File: src/rtl/mdu_controller.sv
`default_nettype none
// ============================================================================
// Module   : mdu_controller
// Purpose  : MIPS EX-stage multiply/divide unit. Decodes the R-type MDU
//            function codes, runs iterative shift-add multiply or restoring
//            divide over WIDTH bits, owns the HI/LO registers and stalls the
//            pipeline while an operation is in flight.
// Ports    : clk, rst (async, active-high)
//            op, func, start : instruction decode inputs
//            a, b            : rs / rt operands
//            result          : HI for mfhi, LO for mflo, else 0
//            busy, stall     : operation in flight / hold EX
//            done            : one-cycle pulse after HI/LO update
// Revision : 1.0 - initial release
// ============================================================================
module mdu_controller #(
    parameter int WIDTH = 32
) (
    input  logic             clk,
    input  logic             rst,
    input  logic [1:0]       op,
    input  logic [5:0]       func,
    input  logic             start,
    input  logic [WIDTH-1:0] a,
    input  logic [WIDTH-1:0] b,
    output logic [WIDTH-1:0] result,
    output logic             busy,
    output logic             stall,
    output logic             done
);

    localparam int c_cnt_w = $clog2(WIDTH);

    localparam logic [1:0] c_idle = 2'd0;
    localparam logic [1:0] c_calc = 2'd1;
    localparam logic [1:0] c_fix  = 2'd2;

    localparam logic [5:0] c_f_mfhi  = 6'b010000;
    localparam logic [5:0] c_f_mthi  = 6'b010001;
    localparam logic [5:0] c_f_mflo  = 6'b010010;
    localparam logic [5:0] c_f_mtlo  = 6'b010011;
    localparam logic [5:0] c_f_mult  = 6'b011000;
    localparam logic [5:0] c_f_multu = 6'b011001;
    localparam logic [5:0] c_f_div   = 6'b011010;
    localparam logic [5:0] c_f_divu  = 6'b011011;

    logic [1:0]         r_state;
    logic [c_cnt_w-1:0] r_cnt;
    logic [WIDTH-1:0]   r_hi;
    logic [WIDTH-1:0]   r_lo;
    logic [WIDTH-1:0]   r_rem;   // mult: upper product half; div: partial remainder
    logic [WIDTH-1:0]   r_q;     // mult: multiplier/lower half; div: dividend/quotient
    logic [WIDTH-1:0]   r_opnd;  // multiplicand or divisor magnitude
    logic               r_is_mul;
    logic               r_neg_lo;
    logic               r_neg_hi;
    logic               r_done;

    logic               w_valid;
    logic               w_is_mdu;
    logic               w_signed;
    logic [WIDTH-1:0]   w_a_mag;
    logic [WIDTH-1:0]   w_b_mag;
    logic [WIDTH:0]     w_add;
    logic [WIDTH:0]     w_shift;
    logic [WIDTH:0]     w_trial;
    logic [2*WIDTH-1:0] w_prod;
    logic [2*WIDTH-1:0] w_prod_fix;

    assign w_valid  = start && (op == 2'b11);
    // All eight MDU codes share func[5:4]=01 and func[2]=0.
    assign w_is_mdu = w_valid && (func[5:4] == 2'b01) && !func[2];
    // mult and div are the even codes of their pairs.
    assign w_signed = !func[0];

    // Most-negative input maps onto itself, which read unsigned is the
    // correct magnitude; this also yields the wrap-around overflow result.
    assign w_a_mag = (w_signed && a[WIDTH-1]) ? (~a + WIDTH'(1)) : a;
    assign w_b_mag = (w_signed && b[WIDTH-1]) ? (~b + WIDTH'(1)) : b;

    // Shift-add step: conditionally add multiplicand into the upper half.
    assign w_add = {1'b0, r_rem} + (r_q[0] ? {1'b0, r_opnd} : {(WIDTH+1){1'b0}});

    // Restoring divide step: trial subtract, keep result when non-negative.
    assign w_shift = {r_rem, r_q[WIDTH-1]};
    assign w_trial = w_shift - {1'b0, r_opnd};

    assign w_prod     = {r_rem, r_q};
    assign w_prod_fix = r_neg_lo ? (~w_prod + (2*WIDTH)'(1)) : w_prod;

    assign busy  = (r_state != c_idle);
    assign stall = w_is_mdu && busy;
    assign done  = r_done;

    always_comb begin
        result = '0;
        if (w_valid && func == c_f_mfhi) begin
            result = r_hi;
        end else if (w_valid && func == c_f_mflo) begin
            result = r_lo;
        end
    end

    always_ff @(posedge clk or posedge rst) begin
        if (rst) begin
            r_state  <= c_idle;
            r_cnt    <= '0;
            r_hi     <= '0;
            r_lo     <= '0;
            r_rem    <= '0;
            r_q      <= '0;
            r_opnd   <= '0;
            r_is_mul <= 1'b0;
            r_neg_lo <= 1'b0;
            r_neg_hi <= 1'b0;
            r_done   <= 1'b0;
        end else begin
            r_done <= (r_state == c_fix);
            case (r_state)
                c_idle: begin
                    if (w_valid) begin
                        case (func)
                            c_f_mthi: r_hi <= a;
                            c_f_mtlo: r_lo <= a;
                            c_f_mult, c_f_multu: begin
                                r_is_mul <= 1'b1;
                                r_rem    <= '0;
                                r_q      <= w_b_mag;
                                r_opnd   <= w_a_mag;
                                r_neg_lo <= w_signed && (a[WIDTH-1] ^ b[WIDTH-1]);
                                r_neg_hi <= 1'b0;
                                r_cnt    <= c_cnt_w'(WIDTH - 1);
                                r_state  <= c_calc;
                            end
                            c_f_div, c_f_divu: begin
                                r_is_mul <= 1'b0;
                                r_cnt    <= c_cnt_w'(WIDTH - 1);
                                if (b == '0) begin
                                    // Preload the divide-by-zero answer and
                                    // let FIX pass it through unchanged.
                                    r_rem    <= a;
                                    r_q      <= '1;
                                    r_opnd   <= '0;
                                    r_neg_lo <= 1'b0;
                                    r_neg_hi <= 1'b0;
                                    r_state  <= c_fix;
                                end else begin
                                    r_rem    <= '0;
                                    r_q      <= w_a_mag;
                                    r_opnd   <= w_b_mag;
                                    r_neg_lo <= w_signed && (a[WIDTH-1] ^ b[WIDTH-1]);
                                    r_neg_hi <= w_signed && a[WIDTH-1];
                                    r_state  <= c_calc;
                                end
                            end
                            default: ;
                        endcase
                    end
                end
                c_calc: begin
                    if (r_is_mul) begin
                        {r_rem, r_q} <= {w_add, r_q[WIDTH-1:1]};
                    end else begin
                        r_rem <= w_trial[WIDTH] ? w_shift[WIDTH-1:0] : w_trial[WIDTH-1:0];
                        r_q   <= {r_q[WIDTH-2:0], ~w_trial[WIDTH]};
                    end
                    if (r_cnt == '0) begin
                        r_state <= c_fix;
                    end else begin
                        r_cnt <= r_cnt - c_cnt_w'(1);
                    end
                end
                c_fix: begin
                    if (r_is_mul) begin
                        r_hi <= w_prod_fix[2*WIDTH-1:WIDTH];
                        r_lo <= w_prod_fix[WIDTH-1:0];
                    end else begin
                        r_lo <= r_neg_lo ? (~r_q + WIDTH'(1)) : r_q;
                        r_hi <= r_neg_hi ? (~r_rem + WIDTH'(1)) : r_rem;
                    end
                    r_state <= c_idle;
                end
                default: r_state <= c_idle;
            endcase
        end
    end

endmodule
`default_nettype wire

File: config.mk
export PLATFORM = sky130hd
export DESIGN_NAME = mdu_controller
export DESIGN_NICKNAME = d
export VERILOG_FILES = /design/src/rtl/mdu_controller.sv
export SDC_FILE = /design/constraint.sdc
export NUM_CORES = 1
export LEC_CHECK = 0
export CORE_UTILIZATION = 57
export CTS_BUF_LIST = sky130_fd_sc_hd__clkbuf_4 sky130_fd_sc_hd__clkbuf_8 sky130_fd_sc_hd__clkbuf_16
export DETAILED_ROUTE_END_ITERATION = 10
export PLACE_DENSITY = 0.78
export SETUP_SLACK_MARGIN = 0.05
export SLEW_MARGIN = 40
export SYNTH_ARGS = -nofsm -noshare
export SYNTH_HDL_FRONTEND = slang
export SYNTH_SLANG_ARGS = --single-unit
File: constraint.sdc
create_clock -name clk -period 6.8 [get_ports clk]
set_input_delay 0.68 -clock clk [delete_from_list [all_inputs] [get_ports clk]]
set_output_delay 0.68 -clock clk [all_outputs]
set_load 0.01 [all_outputs]
# Yosys cells after proc, flatten, opt, wreduce, memory -nomap -nowiden
# Index checks and enable logic that the tools add are counted.
# totals
register_bits,171
output_inout_bits,35
elab_cells,115
# op_classes
n_addsub,8
eq_ne,19
mux,43
n_bitwise,7
reduce_logical,27
# op_table
cell,n
2-to-1 mux 32 bit,21
case mux 32 bit (2 select lines),7
adder 32 x 1 -> 32 bit (second input constant),4
inverter 32 bit,4
adder 64 x 1 -> 64 bit (second input constant),1
2-to-1 mux 64 bit,1
inverter 64 bit,1
== test 6 x 5 -> 1 bit (second input constant),8
adder 32 x 32 -> 33 bit,1
subtractor 33 x 32 -> 33 bit,1
logical NOT 32 bit,1
2-to-1 mux 5 bit,3
AND reduction 3 bit,5
case mux 5 bit (2 select lines),1
logical AND 1 bit,9
inequality test 2 bit (second input constant),4
case mux 2 bit (2 select lines),2
nonzero test 2 bit,4
2-to-1 mux 2 bit,3
case mux 1 bit (2 select lines),3
logical NOT 5 bit,1
subtractor 5 x 1 -> 5 bit (second input constant),1
== test 2 x 1 -> 1 bit (second input constant),2
== test 2 bit (second input constant),2
10 further kinds,14

# Depth between registers and ports, before layout
# logic_depth
depth_word,7
depth_mapped,14
ltp_nobuf,12

# Least setup slack after synthesis
# OpenSTA, ideal clock, no wires.
# synth_path
kind,flip-flop to flip-flop
start,register r_q[0]
end,register r_rem[27]
setup_time_ns,0.094
arrival_ns,3.187
t_required_ns,6.706
path_slack_ns,3.519
stages_incl_launch_ff,14
cell_sequence,dfrtp_1 -> clkinv_1 -> clkbuf_1 -> nor2_1 -> ha_1 -> a21oi_1 -> o211ai_1 -> a2111oi_0 -> or4_1 -> a211oi_1 -> a41oi_1 -> o21ai_0 -> xnor2_1 -> a211oi_1
# synth_via
elab_chain_cells,4
# synth_lines
item,line,source
start: declaration,52,logic [WIDTH-1:0] r_q;
start signal: assignment,128,r_q <= w_b_mag;
start signal: assignment,149,r_q <= w_a_mag;
start signal: assignment,162,"{r_rem, r_q} <= {w_add, r_q[WIDTH-1:1]};"
2-to-1 mux 32 bit,82,"assign w_add = {1'b0, r_rem} + (r_q[0] ? {1'b0, r_opnd} : {(WIDTH+1){1'b0}});"
adder 32 x 32 -> 33 bit,82,
2-to-1 mux 32 bit,161,if (r_is_mul) begin
case mux 32 bit (2 select lines),119,case (r_state)
end signal: assignment,162,
end signal: assignment,164,r_rem <= w_trial[WIDTH] ? w_shift[WIDTH-1:0] : w_trial[WIDTH-1:0];
end: declaration,51,logic [WIDTH-1:0] r_rem;
# Every way passes these cells.
# A chain may end at the register's enable or synchronous reset.

# Worst setup path in the final report
# layout_path
start,register r_rem[0]
end,register r_rem[21]
# layout_via
elab_chain_cells,4
elab_cells_between_ends,5
cone_classes,add/sub: 2; mux: 3
# layout_lines
item,line,source
subtractor 33 x 32 -> 33 bit,86,"assign w_trial = w_shift - {1'b0, r_opnd};"
2-to-1 mux 32 bit,164,
2-to-1 mux 32 bit (*),161,
case mux 32 bit (2 select lines) (*),119,
# Mark *: on every way between the ends. The rest lies on a longest branch, timed or not.

==> results_dict.tcl <==
set metrics [dict create \
    status "completed" \
    post-route-util_pct 65.1 \
    wl_mm 60.4 \
    syn_area_um2 15800 \
    nNetsFinal 2191 \
    initial_utilization_pct 58.3 \
    cts_buffers 17 \
    drc 0 \
    routed-via-count 16292 \
    reg2reg_depth 12 \
    cts_resized 0 \
    antenna_cells 0 \
    die_area_um2 28400 \
    clockRootBuffer "clkbuf_16" \
    ys_top_cells_by_count "nor2_1 (222), nand2_1 (214), a21oi_1 (180)" \
    post-route-period-util_pct 66.6 \
    synth_top_family_by_area "compound AO/OA/AOI/OAI gates" \
    grt_overflow 0 \
    grt_max_degree 89 \
    ys_warn_count 0 \
    drt_iter0_markers 2271 \
    vias_per_cell 6.71 \
    hold_class "reg2reg" \
    clk_latency_ns 0.46 \
    ir_drop_mv 0.188 \
    async_flop_share_pct 100 \
    finalHoldViolCount 0 \
    crit_path_start_kind "flop" \
    grt_setup_unrepaired "false" \
    fp.dieW_um 168 \
    required_ns 7.11 \
    grt_pass1_vias 14901 \
    layout_min_cycle_time_ns 4.53 \
    critPathArrivalTime_ns 4.84 \
    cts.clk_slew.worst_paths_ns 0.08 \
    post_cts_buffers 0 \
    dp_hpwl_mm 45.7 \
    grt_util_all_layers_pct 42.3 \
    grt_antenna_before_repair 0 \
    synth_compound_area_share_pct 24.2 \
    gp_congestion 1.04 \
    final-setup-viol-count 0 \
    clock_path_buffers 2 \
    cts_sinks 171 \
    fmax_mhz 221 \
    fillers 2405 \
    synth_seq_area_share_pct 27.1 \
    slew_violations 0 \
    cap_violations 0 \
    wire_per_inst_um 24.9 \
    die_h_um 168 \
    ant_nets 0 \
    critical_path.slowest_cell "a31oi_1" \
    synth-xor-area-share_pct 9.48 \
    synthAdderAreaFrac_pct 5.80 \
    whs_ns 0.493 \
    core.rowCount 60 \
    synthMuxAreaShare_pct 8.89 \
    area_delta_synth_final_pct 11.7 \
    ios 110 \
    core-area_um2 27100 \
    synth_top_area_cell "dfrtp_1" \
    finalClockSkew_ns 0.0253 \
    path_cells "inv_1 -> fa_1 -> nor2b_1 -> o2111ai_1 -> a211o_1 -> a31oi_1 -> o2111ai_1 -> o311ai_4 -> buf_4 -> mux2_2 -> a2111oi_0 -> nor4_1" \
    firstDrtPassIters 6 \
    cts_max_level 4 \
    synth_edf_count 0 \
    cp_common_cell "o2111ai_1" \
    p_leak_nw 7.43 \
    yosys.area_share.simple_pct 19.6 \
    finalSetupTns_ns 0 \
    ys_ff_latch 171 \
    yosysMostFrequentCell "nor2_1" \
    ys_types 72 \
    end_kind "flop" \
    drive_gt1_share_pct 6.03 \
    syn_inst 2037 \
    cts_hold_buf 0 \
    slew_headroom_pct 34.5 \
    syn-num-nets 2184 \
    numPortBuffers 109 \
    syn_area_per_cell_um2 7.75 \
    p_per_area_nw_per_um2 369 \
    synth.area.top_cells "dfrtp_1 (27%), mux2i_1 (6.5%), a21oi_1 (5.7%)" \
    grt_pass1_wl_mm 90.2 \
    crit_path_max_incr_delay_ns 0.60 \
    hold_depth 2 \
    critPathMaxFanout 38 \
    synth-main-ff-cell "dfrtp_1" \
    synth_top_area_share_pct 27.1 \
    cts_tree "built" \
    path_class "reg2reg" \
    worst_slew_pin_slew_ns 0.969 \
]
## area by class of cell
cell class	count	area [um2]	share of cell area, %
clock buffer	17	425	2.41
clock inverter	15	209	1.18
inverter	68	260	1.47
multi-input combinational	1660	10800	61.1
sequential	171	4280	24.3
tap	372	465	2.64
timing repair buffer	126	1220	6.90
## sequential cells by signal (all words and copies together), names as in the netlist
register  flops
r_opnd       32
r_is_mul      1
done          1
r_cnt         5
r_q          32
r_rem        32
r_lo         32
r_neg_lo      1
r_hi         32
r_neg_hi      1
r_state       2
## per-layer routing
metal	track usage, %	share of wire [%]	vias to the layer above	routed length (um)
met5	0	0	-	0
li1	-	-	7345	-
met1	60.3	42	7672	25400
met3	8.86	12	168	7250
met2	61.1	41	1107	24700
met4	19.7	4.9	0	2980
## cell usage in the layout (no fill, tap or decap), drive strengths merged, types with 9 or more instances in the layout
cell type      synthesis  layout
nor2                 223     223
nand2                215     215
a21oi                180     180
o21ai                178     178
dfrtp                171     171
clkdlybuf4s50          0     108
mux2i                102     102
xnor2                102     102
inv                   67      73
ha                    70      70
xor2                  69      69
nor3                  49      49
a211oi                37      37
mux2                  34      34
nand3                 28      28
nor4                  24      24
a21o                  23      23
nand2b                23      23
a31oi                 22      22
a221oi                22      22
o31ai                 18      18
buf                   22      18
o211ai                17      17
clkbuf               116      17
nor2b                 17      17
and3                  17      17
o22ai                 15      15
or3                   15      15
and2                  15      15
nand4                 13      13
o21a                  12      12
or4                   11      11
clkinv                 1      10
a22oi                  9       9
## worst paths after layout
check | endpoint | startpoint | slack, ns
max | r_rem[21] | r_rem[0] | 2.27
min | r_opnd[31] | r_opnd[31] | 0.49
max reg2reg | r_rem[21] | r_rem[0] | 2.27
min reg2reg | r_opnd[31] | r_opnd[31] | 0.49
max in group asynchronous | r_hi[26] | rst | 4.87
min in group asynchronous | r_hi[5] | rst | 0.70
## through the flow
stage / setup WS [ns] / area, um2 / std cells / power [mW]
2_1_floorplan: 1.49 / 15800 / 2037 / 4.28
4_1_cts: 2.43 / 17600 / 2429 / 6.38
3_5_place_dp: 2.45 / 17000 / 2397 / 5.33
3_3_place_gp: 2.28 / 17000 / 2397 / 5.28
5_1_grt: 2.10 / 17600 / 2429 / 6.86
6_report: 2.27 / 17600 / 2429 / 6.52
## power by group
| part | internal [mW] | switching (mW) | total, mW |
|---|---|---|---|
| Combinational | 1.42 | 2.04 | 3.46 |
| Clock | 0.510 | 0.542 | 1.05 |
| Sequential | 1.37 | 0.637 | 2.00 |
| Total | 3.30 | 3.22 | 6.52 |
## critical path, delay by kind of cell (launching register included)
| kind | cells | cell delay, ns |
|---|---|---|
| fa+ha+maj | 1 | 0.48 |
| simple gates | 2 | 0.35 |
| compound gates | 6 | 2.00 |
| buf+inv | 2 | 0.63 |
| mux | 1 | 0.38 |
| flops | 1 | 0.55 |
## cells by family after synthesis
| logic type | after synthesis |
|---|---|
| AO/OA/AOI/OAI | 612 |
| XOR/XNOR | 171 |
| adder cells (fa/ha/maj) | 72 |
| buffers and inverters | 206 |
| flip-flops | 171 |
| multiplexers | 136 |
| AND/OR/NAND/NOR | 669 |
Power figures use the tool's default switching activity.
